### config.mk
export PLATFORM = sky130hd
export DESIGN_NAME = audio_effect_sequencer
export DESIGN_NICKNAME = d
export VERILOG_FILES = /design/src/rtl/audio_seq_pkg.sv /design/src/rtl/audio_effect_sequencer_fifo.sv /design/src/rtl/audio_effect_sequencer.sv
export SDC_FILE = /design/constraint.sdc
export NUM_CORES = 1
export LEC_CHECK = 0
export BUFFER_PORTS_ARGS = -buffer_cell sky130_fd_sc_hd__buf_2
export CAP_MARGIN = 20
export CELL_PAD_IN_SITES_DETAIL_PLACEMENT = 0
export CELL_PAD_IN_SITES_GLOBAL_PLACEMENT = 1
export CORE_MARGIN = 2
export CORE_UTILIZATION = 28
export DETAILED_ROUTE_END_ITERATION = 6
export PLACE_DENSITY_LB_ADDON = 0.1
export SETUP_SLACK_MARGIN = 0.2
export SLEW_MARGIN = 20
export SYNTH_ARGS = -nofsm -noshare
export SYNTH_HDL_FRONTEND = slang
export SYNTH_SLANG_ARGS = --single-unit
### constraint.sdc
create_clock -name CLK -period 2.3 [get_ports CLK]
set_input_delay 0.115 -clock CLK [delete_from_list [all_inputs] [get_ports CLK]]
set_output_delay 0.115 -clock CLK [all_outputs]
set_load 0.01 [all_outputs]
### src/rtl/audio_seq_pkg.sv
// Shared definitions for the audio effect sequencer: bus register map, FSM
// states, STATUS bit positions and the effect-length lookup.
package audio_seq_pkg;

  localparam logic [1:0] ADDR_CTRL   = 2'd0;
  localparam logic [1:0] ADDR_REQ    = 2'd1;
  localparam logic [1:0] ADDR_STATUS = 2'd2;
  localparam logic [1:0] ADDR_FLUSH  = 2'd3;

  localparam int STAT_OVF_BIT  = 7;
  localparam int STAT_BUSY_BIT = 6;
  localparam int STAT_CLR_BIT  = 7;

  typedef enum logic [1:0] {
    ST_IDLE = 2'd0,
    ST_PLAY = 2'd1,
    ST_GAP  = 2'd2
  } seq_state_e;

  // Effect length in tempo steps; id 0 never reaches the FIFO.
  function automatic logic [3:0] effect_len(input logic [1:0] id);
    case (id)
      2'd1:    effect_len = 4'd3;
      2'd2:    effect_len = 4'd2;
      2'd3:    effect_len = 4'd1;
      default: effect_len = 4'd0;
    endcase
  endfunction

endpackage

### src/rtl/audio_effect_sequencer_fifo.sv
// audio_cmd_fifo: request FIFO of 2-bit effect ids with push/pop/flush and an
// atomic flush-then-push (reload) used by request preemption.
module audio_cmd_fifo #(
  parameter int DEPTH = 8
) (
  input  logic       CLK,
  input  logic       Reset,
  input  logic       push,
  input  logic       pop,
  input  logic       flush,
  input  logic       reload,
  input  logic [1:0] push_data,
  output logic [1:0] pop_data,
  output logic       full,
  output logic       empty,
  output logic [3:0] count
);

  localparam int PTR_W = (DEPTH > 1) ? $clog2(DEPTH) : 1;

  logic [1:0]       mem_q [DEPTH];
  logic [PTR_W-1:0] wr_ptr_q, wr_ptr_d;
  logic [PTR_W-1:0] rd_ptr_q, rd_ptr_d;
  logic [3:0]       count_q, count_d;
  logic             push_ok, pop_ok, do_write;

  assign full     = (count_q == 4'(DEPTH));
  assign empty    = (count_q == 4'd0);
  assign count    = count_q;
  assign pop_data = mem_q[rd_ptr_q];

  // NOTE: every signal driven here gets a default first, so no path leaves one unassigned and no latch is inferred.
  always_comb begin
    push_ok  = push && (!full || pop);
    pop_ok   = pop && !empty;
    wr_ptr_d = wr_ptr_q;
    rd_ptr_d = rd_ptr_q;
    count_d  = count_q;
    do_write = 1'b0;
    if (flush) begin
      // Flush discards any queued entries; only a reload keeps the new push.
      rd_ptr_d = wr_ptr_q;
      count_d  = 4'd0;
      if (reload && push) begin
        do_write = 1'b1;
        wr_ptr_d = wr_ptr_q + PTR_W'(1);
        count_d  = 4'd1;
      end
    end else begin
      if (push_ok) begin
        do_write = 1'b1;
        wr_ptr_d = wr_ptr_q + PTR_W'(1);
      end
      if (pop_ok) begin
        rd_ptr_d = rd_ptr_q + PTR_W'(1);
      end
      count_d = count_q + 4'(push_ok) - 4'(pop_ok);
    end
  end

  // NOTE: state registers use non-blocking assignments so every flop samples pre-edge values regardless of block order.
  always_ff @(posedge CLK) begin
    if (Reset) begin
      wr_ptr_q <= '0;
      rd_ptr_q <= '0;
      count_q  <= 4'd0;
    end else begin
      wr_ptr_q <= wr_ptr_d;
      rd_ptr_q <= rd_ptr_d;
      count_q  <= count_d;
    end
  end

  // NOTE: entry storage is deliberately not reset; count and pointers alone define which entries are valid.
  always_ff @(posedge CLK) begin
    if (do_write) begin
      mem_q[wr_ptr_q] <= push_data;
    end
  end

endmodule

### src/rtl/audio_effect_sequencer.sv
// Bus front end driving the 4-bit AudioControlRegister: soundtrack enable plus
// queued sound effects. Optional preemption: define AUDIO_SEQ_PREEMPT_EN.
module audio_effect_sequencer
  import audio_seq_pkg::*;
#(
  parameter int TICKS_PER_STEP = 20000000,
  parameter int DEPTH          = 8,
  parameter int GAP_STEPS      = 1
) (
  input  logic       CLK,
  input  logic       Reset,
  input  logic       WriteEnable,
  input  logic [1:0] Address,
  input  logic [7:0] WriteData,
  output logic [7:0] ReadData,
  output logic [3:0] AudioControlRegister,
  output logic [3:0] QueueCount
);

  localparam int PRESC_W = (TICKS_PER_STEP > 1) ? $clog2(TICKS_PER_STEP) : 1;

  logic [PRESC_W-1:0] presc_q, presc_d;
  seq_state_e         state_q, state_d;
  logic [7:0]         step_q, step_d;
  logic [1:0]         sel_q, sel_d;
  logic               sound_q, sound_d;
  logic               ovf_q, ovf_d;
  logic [7:0]         rdata_q, rdata_d;

  logic       tick, busy;
  logic       wr_ctrl, wr_req, wr_status, wr_flush;
  logic       req_valid, preempt, ovf_set;
  logic       fifo_pop, fifo_flush, fifo_full, fifo_empty;
  logic [1:0] fifo_dout;
  logic [3:0] fifo_count, acr;
  logic [7:0] status;
  logic       unused_wdata;

  assign unused_wdata = ^WriteData[6:2];

  audio_cmd_fifo #(.DEPTH(DEPTH)) u_fifo (
    .CLK       (CLK),
    .Reset     (Reset),
    .push      (req_valid),
    .pop       (fifo_pop),
    .flush     (fifo_flush),
    .reload    (preempt),
    .push_data (WriteData[1:0]),
    .pop_data  (fifo_dout),
    .full      (fifo_full),
    .empty     (fifo_empty),
    .count     (fifo_count)
  );

  always_comb begin
    wr_ctrl   = WriteEnable && (Address == ADDR_CTRL);
    wr_req    = WriteEnable && (Address == ADDR_REQ);
    wr_status = WriteEnable && (Address == ADDR_STATUS);
    wr_flush  = WriteEnable && (Address == ADDR_FLUSH);
    req_valid = wr_req && (WriteData[1:0] != 2'b00);
`ifdef AUDIO_SEQ_PREEMPT_EN
    preempt   = req_valid && WriteData[7];
`else
    preempt   = 1'b0;
`endif
    fifo_flush = wr_flush || preempt;
  end

  always_comb begin
    tick    = (presc_q == PRESC_W'(TICKS_PER_STEP - 1));
    presc_d = tick ? '0 : presc_q + PRESC_W'(1);
  end

  always_comb begin
    state_d  = state_q;
    step_d   = step_q;
    sel_d    = sel_q;
    fifo_pop = 1'b0;
    case (state_q)
      ST_IDLE: begin
        if (!fifo_empty) begin
          fifo_pop = 1'b1;
          state_d  = ST_PLAY;
          sel_d    = fifo_dout;
          step_d   = 8'(effect_len(fifo_dout)) + 8'd1;
        end
      end
      ST_PLAY: begin
        if (preempt || (tick && step_q == 8'd1)) begin
          state_d = ST_GAP;
          step_d  = 8'(GAP_STEPS);
        end else if (tick) begin
          step_d = step_q - 8'd1;
        end
      end
      ST_GAP: begin
        if (tick) begin
          if (step_q == 8'd1) begin
            state_d = ST_IDLE;
            sel_d   = 2'b00;
          end else begin
            step_d = step_q - 8'd1;
          end
        end
      end
      default: state_d = ST_IDLE;
    endcase
  end

  always_comb begin
    busy = (state_q != ST_IDLE);
    acr  = {sound_q, state_q == ST_PLAY, sel_q};

    status                = 8'h00;
    status[STAT_OVF_BIT]  = ovf_q;
    status[STAT_BUSY_BIT] = busy;
    status[3:0]           = fifo_count;

    sound_d = wr_ctrl ? WriteData[0] : sound_q;

    // A dropped push beats a same-cycle clear so no overflow goes unreported.
    ovf_set = req_valid && fifo_full && !fifo_pop && !fifo_flush;
    if (ovf_set) begin
      ovf_d = 1'b1;
    end else if (wr_status && WriteData[STAT_CLR_BIT]) begin
      ovf_d = 1'b0;
    end else begin
      ovf_d = ovf_q;
    end

    rdata_d = (Address == ADDR_STATUS) ? status : {4'b0000, acr};
  end

  always_ff @(posedge CLK) begin
    if (Reset) begin
      presc_q <= '0;
      state_q <= ST_IDLE;
      step_q  <= 8'd0;
      sel_q   <= 2'b00;
      sound_q <= 1'b0;
      ovf_q   <= 1'b0;
      rdata_q <= 8'h00;
    end else begin
      presc_q <= presc_d;
      state_q <= state_d;
      step_q  <= step_d;
      sel_q   <= sel_d;
      sound_q <= sound_d;
      ovf_q   <= ovf_d;
      rdata_q <= rdata_d;
    end
  end

  assign AudioControlRegister = acr;
  assign QueueCount           = fifo_count;
  assign ReadData             = rdata_q;

endmodule

### Word-level counts from Yosys, hierarchy flattened

Memory sizes are Yosys's and may differ from the RTL's. A register that Yosys moved wholly into a read port is not among the register bits.
Index checks and enable logic that the tools add are counted.

| word-level totals | value |
|---|---|
| register bits after elaboration | 57 |
| bits in writable memories | 16 |
| output and inout port bits | 16 |
| memories kept | 1 |

| operators by class | value |
|---|---|
| add/sub/neg operators | 7 |
| eq/ne operators | 17 |
| muxes and demuxes | 29 |
| bitwise gates (word level) | 2 |
| reductions and logical operators | 33 |

Memories:

| memory | depth | width | rd ports | clocked after Yosys merged registers in | wr ports | line | source |
|---|---|---|---|---|---|---|---|
| u_fifo.mem_q | 8 | 2 | 1 | 1 | 1 | audio_effect_sequencer_fifo.sv:21 | `logic [1:0] mem_q [DEPTH];` |

Operator list:

| kind | count |
|---|---|
| $mux W8 | 5 |
| $add A25 B1 Y25 const B | 1 |
| $eq A25 B25 Y1 const B | 1 |
| $pmux W8 S3 | 1 |
| $logic_and A1 B1 Y1 | 12 |
| $mux W3 | 4 |
| $mux W4 | 3 |
| $pmux W2 S3 | 2 |
| $eq A2 B2 Y1 const B | 5 |
| $mux W2 | 5 |
| $reduce_bool A2 Y1 | 5 |
| $eq A8 B1 Y1 const B | 1 |
| $mux W1 | 8 |
| $ne A2 B2 Y1 const B | 4 |
| $reduce_and A4 Y1 | 2 |
| $sub A8 B1 Y8 const B | 1 |
| $add A3 B1 Y3 const B | 2 |
| $eq A2 B1 Y1 const B | 3 |
| $reduce_or A2 Y1 | 3 |
| $add A4 B1 Y5 const B | 1 |
| $reduce_and A5 Y1 | 1 |
| $add A4 B1 Y4 | 1 |
| $eq A4 B4 Y1 const B | 1 |
| $logic_not A1 Y1 | 4 |
| other kinds (10) | 12 |

### Depth between registers and ports, before layout

Gate-level depths: netlist of the first run.

| depth | value |
|---|---|
| depth in word-level cells | 9 |
| depth in mapped cells | 11 |
| depth with buffers taken out | 10 |

### Modules after synthesis

From an unflattened synthesis of the first run, not the netlist that was laid out.

| second synthesis, totals | value |
|---|---|
| cell total of the unflattened synthesis | 368 |
| area total of the unflattened synthesis | 3624.7 µm² |

Modules (own cells, without submodules):

| module | times used | cells each | area an instance (µm²) | sequential area each (µm²) |
|---|---|---|---|---|
| audio_effect_sequencer | 1 | 261 | 2243.4 | 900.9 |
| audio_cmd_fifo | 1 | 107 | 1381.3 | 740.7 |

### Worst setup path before layout of the first run

No wires, ideal clock.

| timing | value |
|---|---|
| kind | flip-flop to flip-flop |
| from | register u_fifo.count_q[2] (netlist: u_fifo.count[2]) |
| to | register u_fifo.count_q[3] (netlist: u_fifo.count[3]) |
| arrival | 1.967 ns |
| path slack | 0.198 ns |
| stages on the path, launching flop included | 11 |
| period minus slack after synthesis | 2.102 ns |
| path through | dfxtp_1 inv_1 ha_1 a21boi_1 ha_1 inv_1 ha_1 a21o_1 a21oi_1 xnor2_1 nor3_1 |

| on the way | value |
|---|---|
| word-level cells in the longest chain between the ends | 7 |
| elaborated cells on any way between the ends | 11 |

RTL lines:

| what | line | source |
|---|---|---|
| start: declaration | audio_effect_sequencer_fifo.sv:24 | `logic [3:0] count_q, count_d;` |
| start signal: assignment | audio_effect_sequencer_fifo.sv:70 | `count_q <= count_d;` |
| $logic_not A4 Y1 | audio_effect_sequencer_fifo.sv:28 | `assign empty = (count_q == 4'd0);` |
| $mux W1 | audio_effect_sequencer.sv:81 | `if (!fifo_empty) begin` |
| $mux W1 | audio_effect_sequencer.sv:79 | `case (state_q)` |
| $logic_or A1 B1 Y1 | audio_effect_sequencer_fifo.sv:34 | `push_ok = push && (!full \|\| pop);` |
| $logic_and A1 B1 Y1 | audio_effect_sequencer_fifo.sv:34 |  |
| $add A4 B1 Y4 | audio_effect_sequencer_fifo.sv:57 | `count_d = count_q + 4'(push_ok) - 4'(pop_ok);` |
| $sub A4 B1 Y4 * | audio_effect_sequencer_fifo.sv:57 |  |

Mark *: on every way between the ends. The rest lies on a longest branch, timed or not.
A chain may end at the register's enable or synchronous reset.

==> impl_metrics.toml, run 1 <==
[die]
coreArea_mm2 = 0.0127
die_h_um = 119
num_rows = 41
fp.dieW_um = 119
die_area_mm2 = 0.0141
io_pins = 29
start_util_pct = 29.0

[global_route]
grt_max_degree = 26
grt_pass1_wl_um = 13800
antenna_found_initial = 0
grt_pass1_vias = 2622
grtUsageTotal_pct = 12.6
grt_overflow = 0

[pwr]
power.density_mw_per_mm2 = 1020
p_leak_nw = 1.72
vdd_drop_max_mv = 0.391

[cells_and_area]
final_core_util_pct = 35.1
most-common-layout-cells = "dfxtp_1 (55), nor2_1 (54), buf_2 (22)"
insertedDiodeCount = 0
nNetsFinal = 440
area_delta_synth_final_pct = 21.1
fin_area_mm2 = 0.00446
ff_latch_area_mm2 = 0.00165
layout_commonest_cell = "dfxtp_1"
n_fill_cell = 1414
multi_input_area_mm2 = 0.00196
final_layout_size_suffix_gt1_share_pct = 22.2

[placed_design]
port_buffers = 21
place_congestion = 0.717
place_hpwl_um = 5840
post_dp_cell_area_mm2 = 0.00402

[yosys]
ys_seq_area_share_pct = 44.6
synth.avg_cell_area_um2 = 9.85
ys_seq_elements = 74
async_reset_ff_share_pct = 0
synth_edf_count = 16
synth_cell_types = 54
yosys_warnings = 0
syn_inst = 374
synth-main-ff-cell = "dfxtp_1"
syn_area_mm2 = 0.00368

[detailed_routing]
vias = 2652
drtIter0Drc = 135
routed_wl_um = 8180
ant_nets = 0
drcViolationCount = 0
wl_per_cell_um = 14.0
viasPerCell = 4.53
dr.pass1.iters = 4

[worst_setup_path]
critPathCapture = "step_q[1]"
cp_slowest_cell = "mux4_2"
max_stage_delay_ps = 560
cp-start-kind = "flop"
r2r_end = "step_q[1]"
worstSetupEndpointType = "flop"
crit_fanout = 4
r2r_cells = 8
cp.required_ps = 2560
worstSetupPathType = "flop to flop"
rrSetupSlack_ps = 240
arrival_ps = 2330
crit_chain = "mux4_2, mux2i_4, inv_1, ha_1, xnor2_1, o32ai_1, nor2_1, a211oi_2"

[timing]
fin_setup_tns_ps = 0
setup_viol = 0
worstMarginPinSlew_ps = 569
fmax_ghz = 0.484
clock-skew-final_ps = 5.48
whs_ps = 93.6
drv_slew = 0
finalCriticalPeriod_ps = 2060
timing.final.hold_violations = 0
grt_setup_unrepaired = "true"
fin_crit_sh_pct = 89.8
relSlewSlack_pct = 62.1

[clocking]
htree_levels = 3
clk_pin_slew_ps = 60
cts_tree = "done"
cts_buffers = 9
cts_hold_buf = 0
cts_buffer_depth = 2
cts_sinks = 74
cts_root_buffer = "clkbuf_16"
insertion_delay_ps = 340

[worst_hold_path]
worstHoldStart = "WriteEnable"
hp-class = "input port to flop"

[status]
status = "finished clean"

[job]
maxCapViolCount = 0
-- final cells by class --
class                      count  share of cell area [%]
sequential                    74                    36.9
multi-input combinational    264                    43.9
inverter                      20                    1.68
timing repair buffer          40                    5.78
clock inverter                 7                    1.93
clock buffer                   9                    5.05
tap                          172                    4.82
-- repair_timing --
action,4_1_cts,5_1_grt
gates cloned,0,0
pin swaps,1,4
setup endpoints to repair,18,23
setup buffers,2,6
gates resized for setup,6,14
-- logic make-up after synthesis --
kind of cell / count (synthesis) / share of synthesized area, %
other cells: 1 / 0.102
xor+xnor: 28 / 6.66
simple gates: 162 / 25.1
mux: 13 / 5.23
flops: 74 / 44.6
compound gates: 41 / 7.54
buf+inv: 37 / 4.48
fa+ha+maj: 18 / 6.32
-- state kept, by name (all words and copies together) (netlist names), named ones only --
register and cells:
presc_q 25, u_fifo.rd_ptr_q 3, ovf_q 1, u_fifo.mem_q 16, u_fifo.wr_ptr_q 3, u_fifo.count 4
ReadData 6, state_q 2, step_q 8, sel_q 2, sound_q 1
-- layer usage --
metal  GRT usage (%)  vias to the layer above  routed length [um]
li1                -                     1367                   -
met1            17.9                     1249                4310
met2            17.7                       24                3500
met3            3.76                       12                 244
met4            4.46                        0                 124
met5               0                        -                   0
-- worst min path at each step --
stage | to | slack, ps | cells after the start
2_1_floorplan | u_fifo.mem_q[0][0] | 210 | 0
3_3_place_gp | sound_q | 440 | 3
3_5_place_dp | step_q[7] | 450 | 1
4_1_cts | sound_q | 80 | 3
5_1_grt | sound_q | 110 | 3
6_report | sound_q | 90 | 3
-- critical path: cells and delay by family, from the launching register on --
family,cells,cell delay (ps)
buffers and inverters,1,60
AO/OA/AOI/OAI,2,310
adder cells (fa/ha/maj),1,280
multiplexers,2,730
AND/OR/NAND/NOR,1,80
XOR/XNOR,1,130
flip-flops,1,410
-- cells in the mapped netlist (2+ instances only) --
cell	n	share of area, %
nor2b_1	6	1.0
a211oi_1	4	0.82
and4bb_1	2	0.68
dfxtp_1	58	32
edfxtp_1	16	13
buf_4	4	0.82
nand3_1	15	2.0
buf_1	2	0.20
nand4_1	6	1.0
clkbuf_1	7	0.71
buf_2	3	0.41
inv_1	20	2.0
and3_1	8	1.4
mux2i_1	8	2.2
ha_1	17	5.8
o21ai_0	5	0.68
nor4_4	4	2.3
o32ai_1	5	1.2
or3_1	4	0.68
nor4_1	2	0.34
xor2_1	13	3.1
nor2_1	54	5.5
a21oi_1	10	1.4
nor3b_1	6	1.2
xnor2_1	15	3.6
o21ai_1	7	0.95
and2_1	6	1.0
mux4_2	4	2.4
nand2b_1	6	1.0
nand2_1	21	2.1
nor3_1	13	1.8
-- per-stage QoR --
stage	worst slack, ps	cells	total power (W)
after floorplan	244	375	0.00261
after global placement	111	562	0.00295
after detailed placement	106	562	0.00296
after CTS	198	580	0.00454
after global routing	120	586	0.00488
final	235	586	0.00456
-- power by group --
part | internal (W) | switching, W
combinational | 0.000723 | 0.000760
clock | 0.000863 | 0.000614
sequential | 0.00147 | 0.000128
total | 0.00305 | 0.00150
No activity file was read; power rests on OpenSTA's default activity.
==> inputs of run 2 (changes only) <==
==> constraint.sdc (replaced) <==
create_clock -name CLK -period 2.6 [get_ports CLK]
set_input_delay 0.13 -clock CLK [delete_from_list [all_inputs] [get_ports CLK]]
set_output_delay 0.13 -clock CLK [all_outputs]
set_load 0.01 [all_outputs]
==> run 2 against run 1 <==
Hold slack better by 8.0 ps; fmax decreased by 4.1%; register-to-register slack improved by 210 ps; global-route usage down 0.59 points; total power fell by 17%; cell count is 2.7% lower; sequential power down 11%; critical path depth is 1 higher; clock skew is essentially flat; non-clock buffer count fell by 16; design area decreased by 4.9%; largest cell class unchanged; largest power group unchanged.
==> impl_metrics.toml, run 2 (synthesis results as in run 1) <==
[status]
status = "finished clean"

[timing]
worst_slack_ps = 446
fin_setup_tns_ps = 0
setup_viol = 0
grt_setup_unrepaired = "false"
fmax_ghz = 0.464
timing.final.hold_violations = 0
relSlewSlack_pct = 51.1
clock-skew-final_ps = 5.81
drv_slew = 0
finalCriticalPeriod_ps = 2150
worstMarginPinSlew_ps = 733
fin_crit_sh_pct = 82.8

[placed_design]
port_buffers = 21
dpl_worst_slack_ps = 321
place_hpwl_um = 5570
post_dp_cell_area_mm2 = 0.00394
place_congestion = 0.710

[cells_and_area]
largest_register_ffs = 25
area_delta_synth_final_pct = 15.2
most-common-layout-cells = "dfxtp_1 (57), nor2_1 (54), nand2_1 (21), buf_2 (21), inv_1 (20)"
final_core_util_pct = 33.3
regMostFlops = "presc_q"
fin_area_mm2 = 0.00424
nNetsFinal = 424
layout_commonest_cell = "dfxtp_1"
top_regs = "presc_q: 25 flops, u_fifo.mem_q: 16 flops, step_q: 8 flops"
final_layout_size_suffix_gt1_share_pct = 15.3
insertedDiodeCount = 0
n_fill_cell = 1372

[worst_setup_path]
arrival_ps = 2350
max_stage_delay_ps = 390
rrSetupSlack_ps = 450
cp-start-kind = "flop"
worstSetupPathType = "flop to flop"
critical_path.top_delay_family = "adder cells"
crit_fanout = 5
critPathBufInv = 2
worstSetupEndpointType = "flop"
cp.required_ps = 2800
cp_common_cell = "ha_1"
cp_slowest_cell = "fa_1"
crit_chain = "inv_1, ha_1, a21boi_1, ha_1, inv_1, ha_1, fa_1, xnor2_1, nor3_1"

[detailed_routing]
wl_per_cell_um = 13.7
drcViolationCount = 0
drtIter0Drc = 126
viasPerCell = 4.46
routed_wl_um = 7790
dr.pass1.iters = 4
vias = 2540
ant_nets = 0

[global_route]
grt_pass1_wl_um = 12900
antenna_found_initial = 0
grt_max_degree = 37
grt_pass1_vias = 2530
grtUsageTotal_pct = 12.0
grt_overflow = 0

[die]
io_pins = 29
coreArea_mm2 = 0.0127
fp.dieW_um = 119
die_area_mm2 = 0.0141
start_util_pct = 29.0
die_h_um = 119
num_rows = 41

[clocking]
cts_buffer_depth = 2
cts_root_buffer = "clkbuf_16"
cts_buffers = 9
clk_pin_slew_ps = 60
cts_tree = "done"
htree_levels = 3
insertion_delay_ps = 340
post_cts_buffers = 0
cts_sinks = 74

[job]
maxCapViolCount = 0

[pwr]
power.density_mw_per_mm2 = 892
p_leak_nw = 1.61
p_total_w = 0.00379
vdd_drop_max_mv = 0.302

[worst_hold_path]
hp-class = "input port to flop"
-- run 2: cell count changes in the layout (fill, tap and decap cells not counted), sizes merged --
cell      before  now
buf           40   24
clkinvlp       1    2
inv           23   22
-- run 2: path summary, 6_finish.rpt --
kind,from,endpoint,cells after the start
max,state_q[0],u_fifo.count[2],9
min,WriteEnable,sound_q,3
max reg2reg,state_q[0],u_fifo.count[2],9
min reg2reg,step_q[7],step_q[7],1
-- run 2: power breakdown --
part           total (W)  leakage [nW]  internal (W)  switching (W)
combinational    0.00110         0.853      0.000500       0.000599
sequential       0.00142         0.616       0.00130       0.000122
clock            0.00127         0.142      0.000749       0.000518
-- run 2: area by class of cell --
class                      instances  area [um2]  area share (%)
multi-input combinational        264        1880            44.3
sequential                        74        1640            38.7
clock buffer                       9         225            5.31
tap                              172         215            5.07
timing repair buffer              24         128            3.01
clock inverter                     7        76.3            1.80
inverter                          20        75.1            1.77
-- run 2: metrics by stage --
stage | hold slack [ps] | cells
after global placement | 449 | 554
after detailed placement | 457 | 554
after floorplan | 229 | 375
final | 102 | 570
after CTS | 89.4 | 570
after global routing | 138 | 570
-- run 2: per-layer routing --
metal / track usage [%] / vias up / part of all wire (%)
met5: 0 / - / 0
met1: 16.9 / 1166 / 54
li1: - / 1331 / -
met3: 2.46 / 14 / 2.6
met4: 6.70 / 0 / 2.5
met2: 16.8 / 29 / 41
-- run 2: what timing repair did --
item,CTS,global route
gates resized for setup,0,1
hold buffers,0,0
endpoints found under the setup margin,0,1
-- run 2: worst min-delay path: stages --
cell     delay (ps)
buf_2           130
nand3_1          80
a21oi_1          50
